File: config.mk
export PLATFORM = sky130hd
export DESIGN_NAME = filter_ena_scheduler
export DESIGN_NICKNAME = d
export VERILOG_FILES = /design/src/rtl/glitch_filter_pkg.sv /design/src/rtl/fes_rr_arbiter.sv /design/src/rtl/filter_ena_scheduler.sv
export SDC_FILE = /design/constraint.sdc
export NUM_CORES = 1
export LEC_CHECK = 0
export BUFFER_PORTS_ARGS = -buffer_cell sky130_fd_sc_hd__buf_4
export CAP_MARGIN = 20
export CELL_PAD_IN_SITES_DETAIL_PLACEMENT = 1
export CELL_PAD_IN_SITES_GLOBAL_PLACEMENT = 2
export CORE_MARGIN = 2
export CORE_UTILIZATION = 33
export CTS_CLUSTER_DIAMETER = 150
export CTS_CLUSTER_SIZE = 12
export DETAILED_ROUTE_END_ITERATION = 10
export GPL_TIMING_DRIVEN = 0
export HOLD_SLACK_MARGIN = 0.08
export PLACE_DENSITY = 0.8
export SLEW_MARGIN = 40
export SYNTH_ARGS = -nofsm -noshare
export SYNTH_HDL_FRONTEND = slang
export SYNTH_SLANG_ARGS = --single-unit
export TNS_END_PERCENT = 20
File: constraint.sdc
create_clock -name iClk -period 3.3 [get_ports iClk]
set_clock_uncertainty 0.1 [all_clocks]
set_input_delay 0.33 -clock iClk [delete_from_list [all_inputs] [get_ports iClk]]
set_output_delay 0.33 -clock iClk [all_outputs]
set_load 0.005 [all_outputs]
File: src/rtl/glitch_filter_pkg.sv
// Definitions shared by the glitch-filter bank and its sample/event scheduler.
package glitch_filter_pkg;

    localparam int unsigned MAX_CHANNELS    = 32;
    localparam int unsigned PERIOD_DISABLED = 0;

    // Channel index width; a single channel still gets a 1-bit index.
    function automatic int unsigned ch_width(input int unsigned n);
        return (n <= 1) ? 1 : $clog2(n);
    endfunction

endpackage

File: src/rtl/fes_rr_arbiter.sv
// Round-robin grant over a request vector; the search starts one past the last grant.
module fes_rr_arbiter
    import glitch_filter_pkg::*;
#(
    parameter int unsigned N     = 4,
    parameter int unsigned IDX_W = ch_width(N)
) (
    input  logic             i_clk,
    input  logic             i_srst,
    input  logic [N-1:0]     i_req,
    input  logic             i_advance,
    output logic [IDX_W-1:0] o_gnt_idx,
    output logic             o_gnt_valid
);

    logic [IDX_W-1:0] r_last;

    always_comb begin
        int unsigned      w_idx;
        logic [IDX_W-1:0] w_sel;
        w_idx       = 0;
        w_sel       = '0;
        o_gnt_idx   = '0;
        o_gnt_valid = 1'b0;
        for (int unsigned off = 1; off <= N; off++) begin
            w_idx = 32'(r_last) + off;
            if (w_idx >= N) begin
                w_idx = w_idx - N;
            end
            w_sel = IDX_W'(w_idx);
            if (!o_gnt_valid && i_req[w_sel]) begin
                o_gnt_valid = 1'b1;
                o_gnt_idx   = w_sel;
            end
        end
    end

    // Starting at N-1 gives channel 0 first priority out of reset.
    always_ff @(posedge i_clk) begin
        if (i_srst) begin
            r_last <= IDX_W'(N - 1);
        end else if (i_advance && o_gnt_valid) begin
            r_last <= o_gnt_idx;
        end
    end

endmodule

File: src/rtl/filter_ena_scheduler.sv
// Per-channel sample-enable strobes plus change-event reporting through one
// round-robin valid/ready port.
module filter_ena_scheduler
    import glitch_filter_pkg::*;
#(
    parameter int unsigned             NUM_CHANNELS = 4,
    parameter int unsigned             PERIOD_W     = 16,
    parameter logic [NUM_CHANNELS-1:0] RST_VALUE    = '0,
    parameter int unsigned             CH_W         = ch_width(NUM_CHANNELS)
) (
    input  logic                    iClk,
    input  logic                    iSRst,
    input  logic                    iRun,
    input  logic                    iCfgWe,
    input  logic [CH_W-1:0]         iCfgSel,
    input  logic [PERIOD_W-1:0]     iCfgPeriod,
    output logic [NUM_CHANNELS-1:0] oEna,
    input  logic [NUM_CHANNELS-1:0] iFiltered,
    output logic                    oEvtValid,
    input  logic                    iEvtReady,
    output logic [CH_W-1:0]         oEvtChan,
    output logic                    oEvtLevel,
    output logic [NUM_CHANNELS-1:0] oOvf,
    input  logic                    iOvfClr
);

    logic                    w_sel_ok;
    logic [NUM_CHANNELS-1:0] w_pend;
    logic [NUM_CHANNELS-1:0] w_level;
    logic [CH_W-1:0]         w_gnt_idx;
    logic                    w_gnt_valid;
    logic                    w_load_ok;
    logic                    w_load;

    logic                    r_evt_valid;
    logic [CH_W-1:0]         r_evt_chan;
    logic                    r_evt_level;

    assign w_sel_ok  = 32'(iCfgSel) < NUM_CHANNELS;
    assign w_load_ok = !r_evt_valid || iEvtReady;
    assign w_load    = w_load_ok && w_gnt_valid;

    for (genvar c = 0; c < NUM_CHANNELS; c++) begin : g_ch
        logic [PERIOD_W-1:0] r_period;
        logic [PERIOD_W-1:0] r_cnt;
        logic                r_ena;
        logic                r_hist;
        logic                r_pend;
        logic                r_level;
        logic                r_ovf;
        logic                w_wr;
        logic                w_change;
        logic                w_clr;

        assign w_wr     = iCfgWe && w_sel_ok && (iCfgSel == CH_W'(c));
        assign w_change = r_hist ^ iFiltered[c];
        assign w_clr    = w_load && (w_gnt_idx == CH_W'(c));

        always_ff @(posedge iClk) begin
            if (iSRst) begin
                r_period <= '0;
                r_cnt    <= '0;
                r_ena    <= 1'b0;
                r_hist   <= RST_VALUE[c];
                r_pend   <= 1'b0;
                r_level  <= 1'b0;
                r_ovf    <= 1'b0;
            end else begin
                r_hist <= iFiltered[c];
                if (w_wr) begin
                    r_period <= iCfgPeriod;
                    r_cnt    <= iCfgPeriod - PERIOD_W'(1);
                    r_ena    <= 1'b0;
                end else if (iRun && (r_period != PERIOD_W'(PERIOD_DISABLED))) begin
                    if (r_cnt == '0) begin
                        r_ena <= 1'b1;
                        r_cnt <= r_period - PERIOD_W'(1);
                    end else begin
                        r_ena <= 1'b0;
                        r_cnt <= r_cnt - PERIOD_W'(1);
                    end
                end else begin
                    r_ena <= 1'b0;
                end
                // A change racing the load of this channel re-arms pending without overrun.
                if (w_change) begin
                    r_pend  <= 1'b1;
                    r_level <= iFiltered[c];
                end else if (w_clr) begin
                    r_pend <= 1'b0;
                end
                r_ovf <= (r_ovf && !iOvfClr) || (w_change && r_pend && !w_clr);
            end
        end

        assign oEna[c]    = r_ena;
        assign oOvf[c]    = r_ovf;
        assign w_pend[c]  = r_pend;
        assign w_level[c] = r_level;
    end

    fes_rr_arbiter #(
        .N     (NUM_CHANNELS),
        .IDX_W (CH_W)
    ) u_arb (
        .i_clk       (iClk),
        .i_srst      (iSRst),
        .i_req       (w_pend),
        .i_advance   (w_load_ok),
        .o_gnt_idx   (w_gnt_idx),
        .o_gnt_valid (w_gnt_valid)
    );

    always_ff @(posedge iClk) begin
        if (iSRst) begin
            r_evt_valid <= 1'b0;
            r_evt_chan  <= '0;
            r_evt_level <= 1'b0;
        end else if (w_load_ok) begin
            r_evt_valid <= w_gnt_valid;
            if (w_load) begin
                r_evt_chan  <= w_gnt_idx;
                r_evt_level <= w_level[w_gnt_idx];
            end
        end
    end

    assign oEvtValid = r_evt_valid;
    assign oEvtChan  = r_evt_chan;
    assign oEvtLevel = r_evt_level;

endmodule

==> metrics, run 1 <==
GR Overflow Total=0; net total in the final layout=between 1000 and 1500; Sum Neg Setup Slack=-0.0387 ns; number of enable flip-flop cells after synthesis=0; fin cells=1635; placer's final routability congestion estimate=0.873; commonest cells after routing, fill and taps aside=nand2_1, a21oi_1, dfxtp_1, nor2_1, clkbuf_1; largest cells by area after synthesis=dfxtp_1, nand2_1, a21oi_1, nor2_1, nor3_1; fraction of layout cells with a size suffix above 1=0.148; HPWL after detailed placement=25800 µm; cell count after synthesis=between 1000 and 1500; final worst-path setup slack=-0.0367 ns; cell taking the most area after synthesis=dfxtp_1; number of port buffers=30; FF+latch count, synth=154; Hold Path Class=input port to register; DP Area=9500 µm²; largest fanout on the critical path=3; count of maximum capacitance violations=0; initial standard-cell utilization of the core=0.336; predominant post-synthesis flop cell=dfxtp_1; Routed wire per std cell=22.7 µm; Routed WL=about 37000 µm; area added between synthesis and finish=20.3%; kind of capture point of the worst setup path=register; Worst EP required=3.56 ns; count of final setup violators=2; count of synthesis-stage warnings from yosys=0; DRC viols=0; Tot GR Track Use=0.267; DR vias/cell=roughly 6; number of antenna violations at the first check in global routing=1; largest net degree at the start of global routing=17; clk slew on worst S/H paths=0.07 ns; antenna diode count=0; num rows=59; syn_nets=1247; arrival time of the worst setup path=3.60 ns; Mapped Area=8770 µm²; Slew Limit Headroom=0.394; final hold violations=0; post-synthesis cell type count=78; I/O pin cnt=40; clk buf depth=2; setup repair after global routing missed its margin=yes; element type at the critical path start=register; run status=complete, but fails checks; Critical Setup Path Class=register to register; vias in the first global route=9812; clk root buf=clkbuf_16; most frequent standard cell in the layout excluding fill and tap cells=nand2_1; Syn Area/Cell=7.22 µm²; core occupancy in the finished layout=0.405; fraction of post-synthesis cell area in the top cell type by area=0.352; min cycle time layout=3.34 ns; leakage power=3.67 nW; setup slack at placement=-0.836 ns; sequential fraction of the synthesis area=0.352; Max Freq=0.300 GHz; DIE WIDTH=approximately 170 µm; Die Y=167 µm; power per cell area=615 nW/µm²; clock tree sinks=154; portion of the clock cycle consumed by the worst path in the final layout=1.01; H-tree depth=4; clk_lat worst skew=0.44 ns; count of vias placed by the detailed router=9787; number of buffers added by the clock tree synthesis step=17; failing checks=negative setup slack; initial detailed-routing violation count=752; first-pass GRT wire length=57900 µm; maximum resistive drop on vdd=just over 0.3 mV; async set or reset register ratio after synthesis=0; DR pass1 iterations=7; placeable core region=26100 µm²; number of placed instances, taps included=1579; number of pins exceeding their max-slew limit in the final report=0; TritonCTS clock tree=built; die area=27900 µm²; number of routed nets with antenna violations=0; Tightest Pin Transition=between 0.9 and 1 ns; fin area=around 11000 µm²
[power breakdown]
part | leakage, nW | internal, mW | switching (mW)
sequential | 1.27 | 2.04 | 0.228
clock | 0.248 | 1.06 | 0.886
combinational | 2.15 | 0.909 | 1.36
[cell type report]
type                    count  area [µm²]
plain buffers              80         368
clock buffers              20         447
clock inverters            12         116
fillers                  3278       15500
inverters                  18        67.6
multi-input cells         961        5590
flip-flops and latches    154        3120
well taps                 335         419
repair buffers             55         423
[critical path, cell delays in order, from the launching register on]
cell,delay (ns)
dfxtp_4,0.35
or4_4,0.53
or4b_4,0.52
nor3_4,0.22
buf_6,0.16
a21oi_4,0.05
ha_2,0.20
or3b_4,0.24
nor3_2,0.04
o21a_2,0.15
nand2b_1,0.08
nand3_1,0.08
a2111o_1,0.39
a21oi_2,0.14
[kinds of logic (layout without fill, tap and decap cells)]
group,count (synthesis),after routing,synth area share
compound gates,379,379,0.273
simple gates,550,550,0.293
buf+inv,99,185,0.0470
xor+xnor,21,21,0.0210
flops,154,154,0.352
fa+ha+maj,5,5,0.00714
mux,6,6,0.00714
[repair_timing]
item / 4_1_cts / 5_1_grt
pin swaps: 17 / 6
resized for setup: 52 / 30
hold endpoints to repair: 5 / 0
setup endpoints to repair: 26 / 19
buffers inserted: 18 / 3
hold buffers: 4 / 0
[flip-flops by register name, summed over array words and instances, names as in the netlist]
register       cells
g_ch.r_cnt        64
g_ch.r_period     64
g_ch.r_ena         4
g_ch.r_hist        4
g_ch.r_level       4
g_ch.r_ovf         4
g_ch.r_pend        4
oEvtChan           2
u_arb.r_last       2
oEvtLevel          1
oEvtValid          1
[layer usage]
layer | up-vias | global-route usage | share of wire
met5 | - | 0 | 0.00035
met4 | 2 | 0.122 | 0.042
met3 | 93 | 0.0509 | 0.061
met2 | 309 | 0.417 | 0.45
met1 | 4827 | 0.358 | 0.45
li1 | 4556 | - | -
[worst paths after layout]
path | from | endpoint | slack, ns | cells past startpoint
worst max register to register | g_ch[1].r_cnt[12] | g_ch[1].r_cnt[6] | -0.04 | 13
worst max-delay path | g_ch[1].r_cnt[12] | g_ch[1].r_cnt[6] | -0.04 | 13
worst min-delay path | iCfgPeriod[9] | g_ch[0].r_period[9] | 0.09 | 3
worst min register to register | g_ch[1].r_ovf | g_ch[1].r_ovf | 0.36 | 2
[through the flow]
stage	hold slack, ns	power (mW)
floorplan	0.337	3.60
global placement	0.352	4.19
detailed placement	0.357	4.23
CTS	0.0870	6.38
global route	0.0892	6.84
finish	0.0945	6.49
[Yosys cell counts (12+ instances only)]
master    count
nand2_1     225
a21oi_1     157
dfxtp_1     154
nor2_1      116
clkbuf_1     67
nor3_1       58
o21ai_0      43
a31oi_1      26
nor4_1       26
or3_1        21
nand2b_1     19
inv_1        18
nand3_1      17
a211oi_1     15
a22oi_1      12
o22ai_1      12
No activity file was read; power rests on OpenSTA's default activity.
==> run 2: changes to the inputs <==
Settings changed: CORE_UTILIZATION 33 to 39, PLACE_DENSITY 0.8 to 0.89.
Clock period 3.3 ns to 3.85 ns, I/O delays scaled along.
==> metrics, run 2 (synthesized netlist as in run 1, its figures left out) <==
run status=complete, no violations; clk root buf=clkbuf_16; number of buffers added by the clock tree synthesis step=17 (unchanged); initial standard-cell utilization of the core=0.399 (+0.0628); antenna diode count=0 (unchanged); Hold Path Class=input port to register; Die Y=154 µm (-7.8%); DRC viols=0 (unchanged); worst hold slack across all endpoints=0.0896 ns (-0.00490 ns); clock tree sinks=154 (unchanged); largest fanout on the critical path=10 (+7); kind of capture point of the worst setup path=register; fraction of layout cells with a size suffix above 1=0.101 (-0.0473); initial detailed-routing violation count=771 (+2.5%); arrival time of the worst setup path=3.96 ns (+0.36 ns); Slew Limit Headroom=0.398 (+0.00456); clk slew on worst S/H paths=0.07 ns (about the same); vias in the first global route=9738 (-0.75%); leakage power=3.54 nW (-3.5%); count of vias placed by the detailed router=9690 (-0.99%); Critical Setup Path Class=register to register; area added between synthesis and finish=15.1%; H-tree depth=4 (unchanged); DR pass1 iterations=5 (-2); hold buffer count at cts=0 (-4); min cycle time layout=3.70 ns (+0.363 ns); first-pass GRT wire length=56000 µm (-3.2%); count of final setup violators=0 (-2); num rows=54 (-8.5%); Tightest Pin Transition=0.903 ns (-0.00684 ns); I/O pin cnt=40 (unchanged); element type at the critical path start=register; DR vias/cell=6.23 (+4.1%); Tot GR Track Use=0.305 (+0.0379); setup repair after global routing missed its margin=yes; number of placed instances, taps included=1524 (-3.5%); top flop regs=g_ch.r_cnt: 64 flops, g_ch.r_period: 64 flops; DIE WIDTH=154 µm (-7.8%); clk_lat worst skew=0.44 ns (about the same); net total in the final layout=1296 (-1.8%); count of maximum capacitance violations=0 (unchanged); most frequent standard cell in the layout excluding fill and tap cells=nand2_1; fin cells=1555 (-4.9%); final hold violations=0 (unchanged); power per cell area=538 nW/µm² (-13%); GR Overflow Total=0 (unchanged); maximum resistive drop on vdd=0.273 mV (-10%); largest net degree at the start of global routing=17 (unchanged); commonest cells after routing, fill and taps aside=nand2_1, a21oi_1, dfxtp_1, nor2_1, clkbuf_1; HPWL after detailed placement=25200 µm (-2.3%); placeable core region=22000 µm² (-16%); Sum Neg Setup Slack=0 ns (+0.0387 ns); Worst EP required=4.11 ns (+0.55 ns); number of antenna violations at the first check in global routing=0 (-1); number of port buffers=30 (unchanged); placer's final routability congestion estimate=0.904 (+3.6%); TritonCTS clock tree=built; die area=23700 µm² (-15%); Routed WL=35700 µm (-3.6%); portion of the clock cycle consumed by the worst path in the final layout=0.961 (-0.0501); core occupancy in the finished layout=0.460 (+0.0550); number of routed nets with antenna violations=0 (unchanged); clk buf depth=2 (unchanged); number of pins exceeding their max-slew limit in the final report=0 (unchanged); Max Freq=0.270 GHz (-9.8%); total power draw=5.43 mW (-16%); Routed wire per std cell=23.0 µm (+1.4%)
## run 2: area by class of cell
type / count / area, µm²
fillers: 2783 / 11900
inverters: 18 / 67.6
flip-flops and latches: 154 / 3090
multi-input cells: 961 / 5410
clock buffers: 20 / 447
plain buffers: 81 / 360
repair buffers: 30 / 225
clock inverters: 11 / 144
well taps: 280 / 350
## run 2: final timing paths
kind / cells after the start / slack, ns / endpoint / startpoint
hold / removal: 2 / 0.09 / g_ch[3].r_hist / iFiltered[3]
hold reg to reg: 2 / 0.36 / g_ch[1].r_ovf / g_ch[1].r_ovf
setup reg to reg: 12 / 0.15 / g_ch[2].r_cnt[14] / g_ch[2].r_cnt[9]
setup / recovery: 12 / 0.15 / g_ch[2].r_cnt[14] / g_ch[2].r_cnt[9]
## run 2: worst max-delay path: stages, from the launching register on
cell and delay [ns]:
dfxtp_2 0.41, or4_4 0.19, or3_1 0.18, nor3_4 0.07, clkbuf_4 0.21, a21oi_1 0.22, ha_2 0.26, or4b_1 0.53
a2111o_1 0.47, or3_1 0.36, o311ai_1 0.31, o21ai_0 0.13, a21oi_1 0.18
## run 2: where the power goes
part | leakage (nW) | total [mW] | switching, mW | internal [mW]
clock network | 0.290 | 1.76 | 0.727 | 1.03
logic | 1.99 | 1.74 | 1.10 | 0.643
registers | 1.26 | 1.93 | 0.190 | 1.74
## run 2: timing repair
item | CTS | global route
pin swaps | 0 | 1
setup buffers | 0 | 0
resized for setup | 6 | 25
endpoints found under the setup margin | 11 | 16
## run 2: per-stage QoR
step | setup WS [ns] | area (µm²)
after global routing | -0.0522 | 10100
after CTS | 0.00867 | 10000
after global placement | -0.188 | 9340
after floorplan | 0.453 | 8770
after detailed placement | -0.237 | 9400
final | 0.150 | 10100
## run 2: layer usage
| metal | share of wire | track usage |
|---|---|---|
| met3 | 0.052 | 0.0527 |
| met4 | 0.042 | 0.141 |
| met1 | 0.46 | 0.411 |
| met5 | 0 | 0 |
| met2 | 0.45 | 0.478 |
